`src/rtl/axi_lite_manager.sv`:
```
`default_nettype none
// ============================================================================
// Module      : axi_lite_manager
// Description : Single-outstanding AXI4-Lite manager. Takes one read or write
//               command from a simple valid/ready port, runs the AR/R or
//               AW/W/B handshakes and returns one held response.
// Revision    : 1.0 - initial release
// ============================================================================
module axi_lite_manager #(
  parameter int ABUS_SIZE = 5,
  parameter int DBUS_SIZE = 32
) (
  input  logic                 ACLK,
  input  logic                 ARESETn,
  // command / response port
  input  logic                 cmd_valid,
  output logic                 cmd_ready,
  input  logic                 cmd_write,
  input  logic [ABUS_SIZE-1:0] cmd_addr,
  input  logic [DBUS_SIZE-1:0] cmd_wdata,
  output logic                 rsp_valid,
  input  logic                 rsp_ready,
  output logic [DBUS_SIZE-1:0] rsp_data,
  output logic [1:0]           rsp_resp,
  // read address / data channels
  output logic [ABUS_SIZE-1:0] ARADDR,
  output logic                 ARVALID,
  input  logic                 ARREADY,
  input  logic [DBUS_SIZE-1:0] RDATA,
  input  logic                 RVALID,
  input  logic [1:0]           RRESP,
  output logic                 RREADY,
  // write address / data / response channels
  output logic [ABUS_SIZE-1:0] AWADDR,
  output logic                 AWVALID,
  input  logic                 AWREADY,
  output logic [DBUS_SIZE-1:0] WDATA,
  output logic                 WVALID,
  input  logic                 WREADY,
  input  logic [1:0]           BRESP,
  input  logic                 BVALID,
  output logic                 BREADY
);

  typedef enum logic [2:0] {
    S_IDLE    = 3'd0,
    S_RD_ADDR = 3'd1,
    S_RD_DATA = 3'd2,
    S_WR_REQ  = 3'd3,
    S_WR_RESP = 3'd4,
    S_RESP    = 3'd5
  } state_t;

  state_t r_state;
  state_t w_state_nxt;

  logic r_rst_done;
  logic r_aw_done;
  logic r_w_done;
  logic w_aw_done_nxt;
  logic w_w_done_nxt;

  logic w_cmd_hs;
  logic w_ar_hs;
  logic w_r_hs;
  logic w_aw_hs;
  logic w_w_hs;
  logic w_b_hs;
  logic w_wr_both;

  // Handshake strobes are pure state decodes, so an async reset (state back
  // to IDLE) drops every valid/ready in the same instant.
  assign cmd_ready = (r_state == S_IDLE) && r_rst_done;
  assign ARVALID   = (r_state == S_RD_ADDR);
  assign RREADY    = (r_state == S_RD_DATA);
  assign AWVALID   = (r_state == S_WR_REQ) && !r_aw_done;
  assign WVALID    = (r_state == S_WR_REQ) && !r_w_done;
  assign BREADY    = (r_state == S_WR_RESP);
  assign rsp_valid = (r_state == S_RESP);

  assign w_cmd_hs  = cmd_valid && cmd_ready;
  assign w_ar_hs   = ARVALID && ARREADY;
  assign w_r_hs    = RVALID && RREADY;
  assign w_aw_hs   = AWVALID && AWREADY;
  assign w_w_hs    = WVALID && WREADY;
  assign w_b_hs    = BVALID && BREADY;
  // Both write channels complete, counting a handshake landing on this edge.
  assign w_wr_both = (r_aw_done || w_aw_hs) && (r_w_done || w_w_hs);

  // State register.
  always_ff @(posedge ACLK or negedge ARESETn) begin
    if (!ARESETn) r_state <= S_IDLE;
    else          r_state <= w_state_nxt;
  end

  // Next-state decode and next value of the per-channel write-done flags.
  always_comb begin
    w_state_nxt   = r_state;
    w_aw_done_nxt = 1'b0;
    w_w_done_nxt  = 1'b0;
    case (r_state)
      S_IDLE: begin
        if (w_cmd_hs) w_state_nxt = cmd_write ? S_WR_REQ : S_RD_ADDR;
      end
      S_RD_ADDR: begin
        if (w_ar_hs) w_state_nxt = S_RD_DATA;
      end
      S_RD_DATA: begin
        if (w_r_hs) w_state_nxt = S_RESP;
      end
      S_WR_REQ: begin
        if (w_wr_both) begin
          w_state_nxt = S_WR_RESP;
        end else begin
          w_aw_done_nxt = r_aw_done || w_aw_hs;
          w_w_done_nxt  = r_w_done || w_w_hs;
        end
      end
      S_WR_RESP: begin
        if (w_b_hs) w_state_nxt = S_RESP;
      end
      S_RESP: begin
        if (rsp_ready) w_state_nxt = S_IDLE;
      end
      default: w_state_nxt = S_IDLE;
    endcase
  end

  // Write-done flags and the one-cycle hold-off of cmd_ready after reset.
  always_ff @(posedge ACLK or negedge ARESETn) begin
    if (!ARESETn) begin
      r_aw_done  <= 1'b0;
      r_w_done   <= 1'b0;
      r_rst_done <= 1'b0;
    end else begin
      r_aw_done  <= w_aw_done_nxt;
      r_w_done   <= w_w_done_nxt;
      r_rst_done <= 1'b1;
    end
  end

  // Address/data/response registers; ARADDR returns to zero once accepted.
  always_ff @(posedge ACLK or negedge ARESETn) begin
    if (!ARESETn) begin
      ARADDR   <= '0;
      AWADDR   <= '0;
      WDATA    <= '0;
      rsp_data <= '0;
      rsp_resp <= 2'b00;
    end else begin
      if (w_cmd_hs) begin
        if (cmd_write) begin
          AWADDR <= cmd_addr;
          WDATA  <= cmd_wdata;
        end else begin
          ARADDR <= cmd_addr;
        end
      end
      if (w_ar_hs) ARADDR <= '0;
      if (w_r_hs) begin
        rsp_data <= RDATA;
        rsp_resp <= RRESP;
      end
      if (w_b_hs) begin
        rsp_data <= '0;
        rsp_resp <= BRESP;
      end
    end
  end

endmodule
`default_nettype wire

```
`config.mk`:
```
export PLATFORM = sky130hd
export DESIGN_NAME = axi_lite_manager
export DESIGN_NICKNAME = d
export VERILOG_FILES = /design/src/rtl/axi_lite_manager.sv
export SDC_FILE = /design/constraint.sdc
export NUM_CORES = 1
export LEC_CHECK = 0
export CAP_MARGIN = 20
export CORE_MARGIN = 3
export CORE_UTILIZATION = 40
export DETAILED_ROUTE_END_ITERATION = 7
export GPL_TIMING_DRIVEN = 0
export HOLD_SLACK_MARGIN = 0.03
export PLACE_DENSITY_LB_ADDON = 0.08
export SETUP_SLACK_MARGIN = 0.02
export SYNTH_ARGS = -nofsm -noshare
export SYNTH_HDL_FRONTEND = slang
export SYNTH_SLANG_ARGS = --single-unit
```
`constraint.sdc`:
```
create_clock -name ACLK -period 2.1 [get_ports ACLK]
set_input_delay 0.315 -clock ACLK [delete_from_list [all_inputs] [get_ports ACLK]]
set_output_delay 0.315 -clock ACLK [all_outputs]
set_load 0.02 [all_outputs]
```
### After elaboration in Yosys (flattened, before gate mapping)

Index checks and enable logic that the tools add are counted.
W data, S select, Z words.

* register bits: 82
* bits in latches: 0
* RAM bits: 0
* ROM bits: 0
* input bits: 83
* memories kept: 0

* add/sub/neg operators: 0
* $mul: 0
* divide/modulo/power cells: 0
* order comparisons: 0
* equal/unequal tests: 12
* shift operators: 0
* mux-type cells: 19
* bitwise gates (word level): 0
* reduce and logical (&&, ||, !) cells: 20

Operator list (count)
* $mux W32: 2
* $mux W3: 6
* $pmux W3 S6: 1
* $mux W5: 3
* $logic_and A1 B1 Y1: 10
* $ne A2 B1 Y1 const B: 5
* $eq A3 B2 Y1 const B: 2
* $eq A3 B3 Y1 const B: 2
* $mux W2: 3
* $reduce_and A6 Y1: 1
* $mux W1: 4
* $ne A2 B2 Y1 const B: 2
* $reduce_and A2 Y1: 2
* $reduce_bool A2 Y1: 2
* $eq A3 B1 Y1 const B: 1
* $logic_not A3 Y1: 1
* $logic_not A1 Y1: 2
* $logic_or A1 B1 Y1: 2

### Depth between registers and ports, before layout

Gate-level depths: netlist (run 1).

* depth after elaboration: 7
* depth in mapped cells: 7

### Worst setup path before layout (run 1)

No wires, ideal clock.

* path kind: reg-to-reg
* start point: register r_state[1]
* end point: register rsp_data[10]
* arrival time: 1.530 ns
* path slack: 0.449 ns
* cell stages (with the launch flop): 6
* buffers on the path: 2
* period minus slack after synthesis: 1.651 ns
* cell sequence: dfrtp_1 > buf_2 > nor3b_2 > a21oi_2 > buf_2 > a22o_1

* longest elaborated chain between the ends: 3

RTL lines
* start: declaration: line 54 `state_t r_state;`
* start signal: assignment: line 93 `else r_state <= w_state_nxt;`
* $eq A3 B3 Y1 (*): line 78 `assign BREADY = (r_state == S_WR_RESP);`
* named net BREADY: line 42 `output logic BREADY`
* $logic_and A1 B1 Y1 (*): line 86 `assign w_b_hs = BVALID && BREADY;`
* $mux W32 or $reduce_bool A2 Y1 (tied branches)
* end signal: assignment: line 148 `rsp_data <= '0;`
* end signal: assignment: line 161 `rsp_data <= RDATA;`
* end signal: assignment: line 165 `rsp_data <= '0;`
* end: declaration: line 23 `output logic [DBUS_SIZE-1:0] rsp_data,`

Mark *: on every way through the listed nets, which the timed path passes. The rest lies on a longest branch.
A chain may end at the register's enable or synchronous reset.

### Worst setup path in the final report (run 1)

* start point: register r_state[1]
* end point: output port BREADY

* longest elaborated chain between the ends: 1

RTL lines (line)
* $eq A3 B3 Y1: 78
* end: declaration: 42

No other way between the ends.

==> flow_summary.rst, run 1 <==
.. list-table::
   :header-rows: 1

   * - Metric
     - Value
   * - Met3 WL post-DR
     - 526 um
   * - Sequential cell fraction of total power
     - 34.7%
   * - Max cap viols
     - 0
   * - Primary flip-flop cell chosen by synthesis mapping
     - dfrtp_1
   * - Number of H-tree levels
     - 3
   * - Worst R2R Setup Slack
     - 0.37 ns
   * - Final antenna diode count
     - 0
   * - DIE HEIGHT
     - 97.0 um
   * - Combined global-route utilization of all metal layers
     - 18.6%
   * - # rows
     - 32
   * - Part of the total power dissipated in combinational logic
     - 51.8%
   * - Classification of the worst setup path
     - reg -> out
   * - Area of the core
     - 7890 um2
   * - Post-synth ARST share
     - 100%
   * - IO Count
     - 166
   * - Number of nets still failing antenna checks after routing
     - 0
   * - Minimum clock period after layout
     - 1.96 ns
   * - Worst-path clk slew
     - 0.09 ns
   * - Initial antenna violation count
     - 0
   * - Hold Violations, Final
     - 0
   * - Synthesized Nets
     - 300
   * - Total routed wirelength
     - 8390 um
   * - Number of input and output port buffers inserted
     - 165
   * - Critical Path Start Type
     - register
   * - Clock buffer count from CTS
     - 9
   * - Via/cell ratio
     - 4.84
   * - Instance area after placement
     - 5120 um2
   * - Register bit total from synthesis
     - 82
   * - Worst min path class
     - in -> async
   * - Status
     - finished clean
   * - Clock tree from TritonCTS
     - yes
   * - First-pass GRT wire length
     - 14000 um
   * - Post-synthesis cell type with the largest combined area
     - dfrtp_1
   * - Max clock buf depth
     - 2
   * - Share of post-route cells with drive strength above 1
     - 18.0%
   * - First-pass DRT Iterations
     - 4
   * - Number of remaining DRC errors
     - 0
   * - Total gr overflow
     - 0
   * - Average size of a mapped cell
     - 15.3 um2
   * - Worst setup slack after layout
     - 0.145 ns
   * - Via count of the routed design
     - 2431
   * - Areal power density over the cells
     - 1440 nW/um2
   * - Clk_skew
     - 0.00967 ns
   * - Internal power summed over all cells
     - 0.00483 W
   * - Highest metal layer used by the detailed router
     - met4
   * - Part of the Yosys area used for sequential elements
     - 61.9%
   * - Metal-1 WL
     - 3670 um
   * - Maximum fanout encountered on the critical timing path
     - 9
   * - Layout net count
     - 478
   * - Post-synthesis instance area
     - 3310 um2
   * - Total setup violations reported at the end of the flow
     - 0
   * - Layout fillers
     - 612
   * - Sum of met2 wire segment lengths after detailed routing
     - 4130 um
   * - Number of global-route vias before repair
     - 2567
   * - Distinct cell type count of the synthesized netlist
     - 32
   * - Initial DRC Count
     - 74
   * - Clk Tree Root Cell
     - clkbuf_8
   * - Timing-limited maximum frequency
     - 512 MHz
   * - Initial standard-cell utilization of the core
     - 42.0%
   * - Psw
     - 0.00278 W
   * - Logic depth of the worst register-to-register path
     - 5
   * - Post-route worst hold slack
     - 0.357 ns
   * - Max Slew Vio Count
     - 0
   * - Worst-case vdd ir drop
     - 0.000807 V
   * - Arr. time, crit path
     - 1.64 ns
   * - CTS sink cnt
     - 82
   * - Share of the cycle needed by the critical path after routing
     - 93.1%
   * - Cell types with the largest area share after synthesis
     - dfrtp_1, mux2_4, a22o_1, mux2_2, mux2i_1
   * - Maximum number of pins on one net before global-route repair
     - 71
   * - Number of enable flip-flop cells after synthesis
     - 0
   * - Capture point of the worst reg-to-reg path
     - AWADDR[0]$_DFFE_PN0P_
   * - Cell with the largest stage delay on the worst path
     - dlygate4sd2_1
   * - Setup WS pre-CTS
     - 0.130 ns
   * - Total die area
     - 9410 um2
   * - Leakage
     - 2.44 nW
   * - Fraction of power spent switching nets
     - 36.6%
   * - Synthesized netlist cell count
     - 217
   * - Clock share of power
     - 13.5%
   * - Horizontal die dimension
     - 97.0 um
   * - Unrepaired setup endpoints after global routing
     - no
   * - Largest stage delay on the critical path
     - 0.40 ns
   * - Launching point of the worst reg2reg path
     - r_state[2]$_DFFE_PN0P_
   * - Post-DR wirelength/cell
     - 16.7 um
   * - Worst-Skew Late Latency
     - 0.34 ns
   * - Detailed placer's ending HPWL
     - 6310 um
   * - Gp weighted congestion
     - 0.759
   * - Cells along the critical path
     - buf_2 > nor3b_2 > dlygate4sd2_1
   * - Synth warnings
     - 0
   * - Synth-to-layout area growth
     - 59.8%
   * - Type of element capturing the critical path
     - output pin
   * - Proportion of netlist area held by the largest area contributor
     - 61.9%
   * - Design area
     - 5300 um2
   * - Worst Path Required
     - 1.78 ns
[flip-flops by register name, summed over array words and instances, names as in the netlist]
register    count
WDATA          32
rsp_data       32
ARADDR          5
AWADDR          5
r_state         3
rsp_resp        2
r_aw_done       1
r_rst_done      1
r_w_done        1
[repair_timing]
action / in CTS / in global routing
gates resized for setup: 8 / 0
hold buffers: 1 / 0
hold endpoints to repair: 12 / 0
buffers inserted: 0 / 0
endpoints found under the setup margin: 7 / 0
[final cells by class]
type	count	area (um2)	share of cell area, %
Timing Repair Buffer	167	1680	31.7
Sequential cell	82	2050	38.8
Clock inverter	7	51.3	0.969
Multi-Input combinational cell	119	1160	22.0
Tap cell	102	128	2.41
Clock buffer	9	124	2.34
Buffer	13	86.3	1.63
Inverter	3	11.3	0.213
[layout by cell type (no fill, tap or decap), drive strengths merged, types with 3 or more instances in the layout]
cell type      count
dfrtp             82
nor2              10
dlygate4sd2        7
a22o              32
nand2              6
mux2              38
clkdlybuf4s50    157
clkbuf            10
a21oi              3
inv                6
mux2i              7
buf               14
[layer usage]
metal | vias up | global-route usage [%]
li1 | 1147 | -
met1 | 1185 | 24.9
met2 | 93 | 29.8
met3 | 6 | 5.62
met4 | 0 | 4.54
met5 | - | 0
[synthesized netlist by cell type (2+ instances only)]
cell type / count
dfrtp_1: 82
a22o_1: 32
mux2_4: 30
nor2_1: 10
mux2_2: 8
mux2i_1: 7
buf_2: 6
nand2_1: 6
buf_6: 4
inv_1: 3
a21oi_1: 2
a32oi_1: 2
and2_1: 2
and3_1: 2
buf_1: 2
nor4_1: 2
o21ai_0: 2
[logic make-up (layout without fill, tap and decap cells)]
kind of cell / Yosys count / count (layout) / share of synthesized area, %
DFF: 82 / 82 / 61.9
muxes: 45 / 45 / 18.4
AOI/OAI and AO/OA: 41 / 41 / 10.3
and+or+nand+nor: 32 / 32 / 6.31
buffers and inverters: 16 / 199 / 2.95
other: 1 / 1 / 0.113
[worst max-delay path: cells and delay by family (launching register included)]
family / cells / cell delay (ns)
buffers and inverters: 2 / 0.58
DFF: 1 / 0.36
and+or+nand+nor: 1 / 0.37
[power by group through the flow]
stage,combinational [W],sequential (W),clock [W]
floorplan,0.00131,0.00346,0
global placement,0.00397,0.00264,0
detailed placement,0.00399,0.00267,0
CTS,0.00399,0.00264,0.00106
global route,0.00417,0.00274,0.00114
finish,0.00394,0.00264,0.00103
[worst max-delay path by stage]
stage                               end  cells after the start  slack [ns]                   start
2_1_floorplan  rsp_data[10]$_DFFE_PN0P_                      5        0.45  r_state[1]$_DFFE_PN0P_
3_3_place_gp      AWADDR[4]$_DFFE_PN0P_                      1       -2.23                 ARESETn
3_5_place_dp   rsp_data[16]$_DFFE_PN0P_                      5        0.13                  RVALID
4_1_cts                       cmd_ready                      4        0.13  r_state[2]$_DFFE_PN0P_
5_1_grt                       cmd_ready                      4        0.04  r_state[1]$_DFFE_PN0P_
6_report                         BREADY                      3        0.14  r_state[1]$_DFFE_PN0P_
[metrics by stage]
| step | TNS [ns] | util, % | power (W) | cells |
|---|---|---|---|---|
| 2_1_floorplan | 0 | - | 0.00476 | 217 |
| 3_3_place_gp | -182.32 | 64.6 | 0.00661 | 484 |
| 3_5_place_dp | 0 | 64.9 | 0.00666 | 485 |
| 4_1_cts | 0 | 67.1 | 0.00769 | 502 |
| 5_1_grt | 0 | 67.1 | 0.00804 | 502 |
| 6_report | 0 | 67.1 | 0.00761 | 502 |
No activity file was read; power rests on OpenSTA's default activity.
==> inputs of run 2 (changes only) <==
--- a/config.mk
+++ b/config.mk
@@ -6,13 +6,14 @@
 export NUM_CORES = 1
 export LEC_CHECK = 0
 export CAP_MARGIN = 20
-export CORE_MARGIN = 3
+export CORE_MARGIN = 5
 export CORE_UTILIZATION = 40
 export DETAILED_ROUTE_END_ITERATION = 7
 export GPL_TIMING_DRIVEN = 0
 export HOLD_SLACK_MARGIN = 0.03
 export PLACE_DENSITY_LB_ADDON = 0.08
 export SETUP_SLACK_MARGIN = 0.02
+export SKIP_CTS_REPAIR_TIMING = 1
 export SYNTH_ARGS = -nofsm -noshare
 export SYNTH_HDL_FRONTEND = slang
 export SYNTH_SLANG_ARGS = --single-unit
==> constraint.sdc (replaced) <==
create_clock -name ACLK -period 1.8 [get_ports ACLK]
set_input_delay 0.27 -clock ACLK [delete_from_list [all_inputs] [get_ports ACLK]]
set_output_delay 0.27 -clock ACLK [all_outputs]
set_load 0.02 [all_outputs]
==> run 2 against run 1 <==
Against the previous run:
- critical path type unchanged
- combinational power is 17% higher
- sequential cell count unchanged
- clock skew is 0.0024 ns lower
==> flow_summary.rst, run 2 (synthesis gave the netlist of run 1 again) <==
.. list-table::
   :header-rows: 1

   * - Metric
     - Value
   * - Timing-limited maximum frequency
     - 592 MHz
   * - Maximum fanout encountered on the critical timing path
     - 10 (+1)
   * - Number of global-route vias before repair
     - 2540 (-1.1%)
   * - Commonest cells after routing, fill and taps aside
     - clkdlybuf4s50_1, dfrtp_1, a22o_1
   * - Worst setup slack after layout
     - 0.110 ns (-0.0351 ns)
   * - Max clock buf depth
     - 2 (unchanged)
   * - First-pass DRT Iterations
     - 4 (unchanged)
   * - Status
     - finished clean
   * - Gp weighted congestion
     - 0.760 (+0.18%)
   * - Initial standard-cell utilization of the core
     - 40.7% (-1.3 points)
   * - Max Slew Vio Count
     - 0 (unchanged)
   * - Total die area
     - 10200 um2 (+8.4%)
   * - Layout net count
     - 479 (+0.21%)
   * - Detailed placer's ending HPWL
     - 6540 um (+3.5%)
   * - Instance area after placement
     - 5120 um2 (about the same)
   * - Initial DRC Count
     - 43 (-42%)
   * - Minimum clock period after layout
     - 1.69 ns
   * - Final antenna diode count
     - 0 (unchanged)
   * - Post-route worst hold slack
     - 0.319 ns (-0.0381 ns)
   * - CTS sink cnt
     - 82 (unchanged)
   * - Worst min path class
     - in -> async
   * - Worst-case vdd ir drop
     - 0.000929 V (+15%)
   * - First-pass GRT wire length
     - 13500 um (-3.1%)
   * - Share of the cycle needed by the critical path after routing
     - 93.9%
   * - Worst-path clk slew
     - 0.08 ns (about the same)
   * - Number of input and output port buffers inserted
     - 165 (unchanged)
   * - Maximum number of pins on one net before global-route repair
     - 71 (unchanged)
   * - Clk Tree Root Cell
     - clkbuf_8
   * - Largest registers
     - WDATA x32, rsp_data x32
   * - DIE HEIGHT
     - 101 um (+4.1%)
   * - Worst Path Required
     - 1.53 ns (-0.25 ns)
   * - Combined global-route utilization of all metal layers
     - 17.1% (-1.5 points)
   * - Clock tree from TritonCTS
     - yes
   * - Via count of the routed design
     - 2465 (+1.4%)
   * - Total gr overflow
     - 0 (unchanged)
   * - Critical Path Start Type
     - register
   * - Share of post-route cells with drive strength above 1
     - 19.8% (+1.8 points)
   * - Type of element capturing the critical path
     - output pin
   * - Total setup violations reported at the end of the flow
     - 0 (unchanged)
   * - Leakage
     - 2.46 nW (+0.48%)
   * - Setup WS pre-CTS
     - -0.163 ns (-0.293 ns)
   * - Cell with the largest stage delay on the worst path
     - dfrtp_2
   * - Number of nets still failing antenna checks after routing
     - 0 (unchanged)
   * - Total routed wirelength
     - 8680 um (+3.4%)
   * - Clk_skew
     - 0.00728 ns (-0.00239 ns)
   * - Via/cell ratio
     - 4.88 (+0.80%)
   * - Horizontal die dimension
     - 101 um (+4.1%)
   * - Worst R2R Setup Slack
     - 0.11 ns (-0.26 ns)
   * - Launching point of the worst reg2reg path
     - r_state[0]$_DFFE_PN0P_
   * - Met1 track utilization from global routing
     - 24.1% (-0.84 points)
   * - Post-Route Utilization
     - 65.3% (-1.9 points)
   * - Worst-Skew Late Latency
     - 0.34 ns (about the same)
   * - IO Count
     - 166 (unchanged)
   * - Number of remaining DRC errors
     - 0 (unchanged)
   * - Initial antenna violation count
     - 0 (unchanged)
   * - Cells along the critical path
     - buf_2 > and3_1 > dlymetal6s2s_1
   * - Clock buffer count from CTS
     - 9 (unchanged)
   * - Most used routing layer
     - met2
   * - Largest stage delay on the critical path
     - 0.46 ns (+0.06 ns)
   * - Unrepaired setup endpoints after global routing
     - yes
   * - Area of the core
     - 8130 um2 (+3.1%)
   * - Synth-to-layout area growth
     - 60.2%
   * - Areal power density over the cells
     - 1680 nW/um2 (+17%)
   * - Max cap viols
     - 0 (unchanged)
   * - Number of H-tree levels
     - 3 (unchanged)
   * - Classification of the worst setup path
     - reg -> out
   * - Hold Violations, Final
     - 0 (unchanged)
   * - GR Util met3
     - 4.36% (-1.3 points)
   * - # rows
     - 33 (+3.1%)
   * - Global routing met2 resource utilization
     - 25.7% (-4.1 points)
   * - Post-DR wirelength/cell
     - 17.2 um (+2.8%)
   * - Leading cell type in the layout, fill and taps excluded
     - clkdlybuf4s50_1
   * - Logic depth of the worst register-to-register path
     - 4 (-1)
   * - Capture point of the worst reg-to-reg path
     - rsp_data[10]$_DFFE_PN0P_
   * - Design area
     - 5310 um2 (+0.24%)
   * - Arr. time, crit path
     - 1.42 ns (-0.22 ns)
==> run 2: cell count changes in the layout (fill, tap and decap cells not counted), sizes merged <==
cell / previous run / this run
clkinvlp: 2 / 1
inv: 6 / 4
buf: 14 / 17
dlygate4sd2: 7 / 0
clkbuf: 10 / 16
dlymetal6s2s: 0 / 1
==> run 2: worst max path at each step <==
| stage | startpoint | cells after the start | slack (ns) | end |
|---|---|---|---|---|
| 2_1_floorplan | r_state[1]$_DFFE_PN0P_ | 5 | 0.15 | rsp_data[10]$_DFFE_PN0P_ |
| 3_3_place_gp | ARESETn | 1 | -2.47 | rsp_data[31]$_DFFE_PN0P_ |
| 3_5_place_dp | RVALID | 5 | -0.16 | rsp_data[10]$_DFFE_PN0P_ |
| 4_1_cts | r_state[1]$_DFFE_PN0P_ | 3 | -0.45 | BREADY |
| 5_1_grt | r_state[2]$_DFFE_PN0P_ | 3 | 0.003 | BREADY |
| 6_report | r_state[0]$_DFFE_PN0P_ | 3 | 0.11 | rsp_valid |
==> run 2: layout make-up <==
type                    instances  area [um2]
plain buffers                  13        88.8
clock inverters                 4        26.3
multi-input cells             119        1180
repair buffers                168        1670
inverters                       3        11.3
well taps                     105         131
flip-flops and latches         82        2050
fillers                       622        2830
clock buffers                  11         151
==> run 2: layer usage <==
| layer | vias to the layer above | part of all wire [%] |
|---|---|---|
| met5 | - | 0 |
| met4 | 0 | 1.5 |
| met3 | 13 | 7.3 |
| met2 | 99 | 46 |
| met1 | 1204 | 45 |
| li1 | 1149 | - |
==> run 2: through the flow <==
stage / instances / power (W) / TNS (ns)
5_1_grt: 505 / 0.00942 / 0
4_1_cts: 503 / 0.00904 / -2.51
6_report: 505 / 0.00892 / 0
3_5_place_dp: 488 / 0.00778 / -5.05
3_3_place_gp: 487 / 0.00772 / -206.57
2_1_floorplan: 217 / 0.00556 / 0
==> run 2: worst max-delay path, delay by kind of cell (launching register included) <==
family	cells	cell delay, ns
flip-flops	1	0.46
AND/OR/NAND/NOR	1	0.17
buffers and inverters	2	0.45
==> run 2: power by group <==
group	switching (W)	total, W	internal (W)
logic	0.00213	0.00462	0.00249
registers	0.000448	0.00309	0.00265
clock network	0.000637	0.00121	0.000570
==> variant: new RTL, flow settings as in run 1 <==
Reset style: synchronous (`ARESETn`), changed in 3 clocked blocks. Comments in the files are not updated.
--- a/src/rtl/axi_lite_manager.sv
+++ b/src/rtl/axi_lite_manager.sv
@@ -88,7 +88,7 @@
   assign w_wr_both = (r_aw_done || w_aw_hs) && (r_w_done || w_w_hs);
 
   // State register.
-  always_ff @(posedge ACLK or negedge ARESETn) begin
+  always_ff @(posedge ACLK) begin
     if (!ARESETn) r_state <= S_IDLE;
     else          r_state <= w_state_nxt;
   end
@@ -127,7 +127,7 @@
   end
 
   // Write-done flags and the one-cycle hold-off of cmd_ready after reset.
-  always_ff @(posedge ACLK or negedge ARESETn) begin
+  always_ff @(posedge ACLK) begin
     if (!ARESETn) begin
       r_aw_done  <= 1'b0;
       r_w_done   <= 1'b0;
@@ -140,7 +140,7 @@
   end
 
   // Address/data/response registers; ARADDR returns to zero once accepted.
-  always_ff @(posedge ACLK or negedge ARESETn) begin
+  always_ff @(posedge ACLK) begin
     if (!ARESETn) begin
       ARADDR   <= '0;
       AWADDR   <= '0;
Behaviour: differs if ARESETn is asserted again (counterexample within 4 cycles, from zero or initial values and one cycle with ARESETn low); with ARESETn held inactive, the same outputs for 10 cycles.
==> variant against run 1 <==
  * Setup slack better by 0.047 ns
  * Design area is 3.5% lower
  * Routed wire length is 5.9% higher
  * Synthesized cell count is 72% higher
  * Clock skew is 0.0035 ns lower
  * Sequential cell count stayed put
  * Largest cell class is now buffers
  * Synthesized area is 5.9% lower
Power is not compared: it rests on default switching activity, and its combinational part moved more than twofold at a synthesized area within 25%.
==> variant: results (changes against run 1) <==
Outcome
The run finished with clean final reports.

Yosys
The proportion of synthesized chip area in sequential cells came to 52.6% (-9.3 points). The number of nets produced by synthesis is 457 (+52%). The multiplexer area fraction after synthesis is 2.25% (-16 points).

Ranked by instance count, the synthesized netlist is headed by nand2_1 (146), dfxtp_1 (82), a21oi_1 (34), a21boi_1 (30), nor2_1 (13). The synthesized area per cell came to 8.34 um2 (-45%). The Yosys warning count came to 0 (unchanged). In the post-synthesis netlist, the cell with the most instances is nand2_1.

The area fraction in compound gates after synthesis is 17.3% (+7.0 points). The commonest register cell after synthesis is dfxtp_1. The share of flip-flops with an asynchronous set or reset is 0% (-100 points).

Yosys attributes the largest share of cell area to dfxtp_1 (53%), nand2_1 (18%), a21boi_1 (7.2%), a21oi_1 (5.5%), mux2i_1 (2.2%). The number of different library cells in the post-synthesis netlist is 33 (+3.1%).

Drt
The routed length per instance was 13.6 um (-19%). The detail-routed via count per cell is 4.76 (-1.7%).

Worst setup path
The arrival time reported for the critical path endpoint came to 1.59 ns (-0.05 ns). The endpoint identified for the worst register-to-register timing path is AWADDR[1]$_SDFFE_PN0P_. The register-to-register path setup slack was 0.54 ns (+0.17 ns). The startpoint identified for the worst register-to-register timing path is r_state[2]$_SDFFE_PN0P_. The start point of the critical path is r_state[1]$_SDFFE_PN0P_. The standard cell with the maximum stage delay on the critical path is dfxtp_1.

The critical path ends at RREADY. The peak fanout along the critical path came to 10 (+1).

Final layout
The number of nets in the layout was 633 (+32%). The fraction of final layout cells with drive strength greater than 1 was 5.96% (-12 points).

Placement
The worst slack at placement is 0.0659 ns (-0.0645 ns). The weighted congestion at the end of routability-driven global placement came to 0.774 (+1.9%). The cell total after placement is 638 (+32%).

Global routing
The number of global-route vias before repair is 2,990 (+16%).

Timing
The final critical delay including setup and external delays is 1.91 ns (-0.0467 ns). The setup clock skew after layout is 0.00615 ns (-0.00352 ns).
-- variant: changes by cell type in the layout (fill, tap and decap cells not counted), sizes merged, moves of 32 or more --
cell	delta
mux2	-38
nand2	+140
dfrtp	-82
a21boi	+39
a22o	-32
dfxtp	+82
-- variant: per-layer routing --
metal | global-route usage (%) | vias to the layer above | routed length (um)
met5 | 0 | - | 0
met2 | 35.9 | 108 | 4410
met3 | 6.89 | 9 | 781
met1 | 22.7 | 1418 | 3590
met4 | 7.22 | 0 | 100
li1 | - | 1572 | -
-- variant: cell type report --
cell class              instances  area (um2)  share of cell area [%]
flip-flops and latches         82        1640                    32.1
repair buffers                165        1640                    32.0
multi-input cells             265        1350                    26.3
clock buffers                  11         151                    2.96
plain buffers                  25         131                    2.57
well taps                      99         124                    2.42
clock inverters                 4        73.8                    1.44
inverters                       2        7.51                   0.147
-- variant: repair_timing --
action / in CTS / in global routing
endpoints found under the setup margin: 7 / 3
gates resized for setup: 7 / 6
endpoints found under the hold margin: 0 / 0
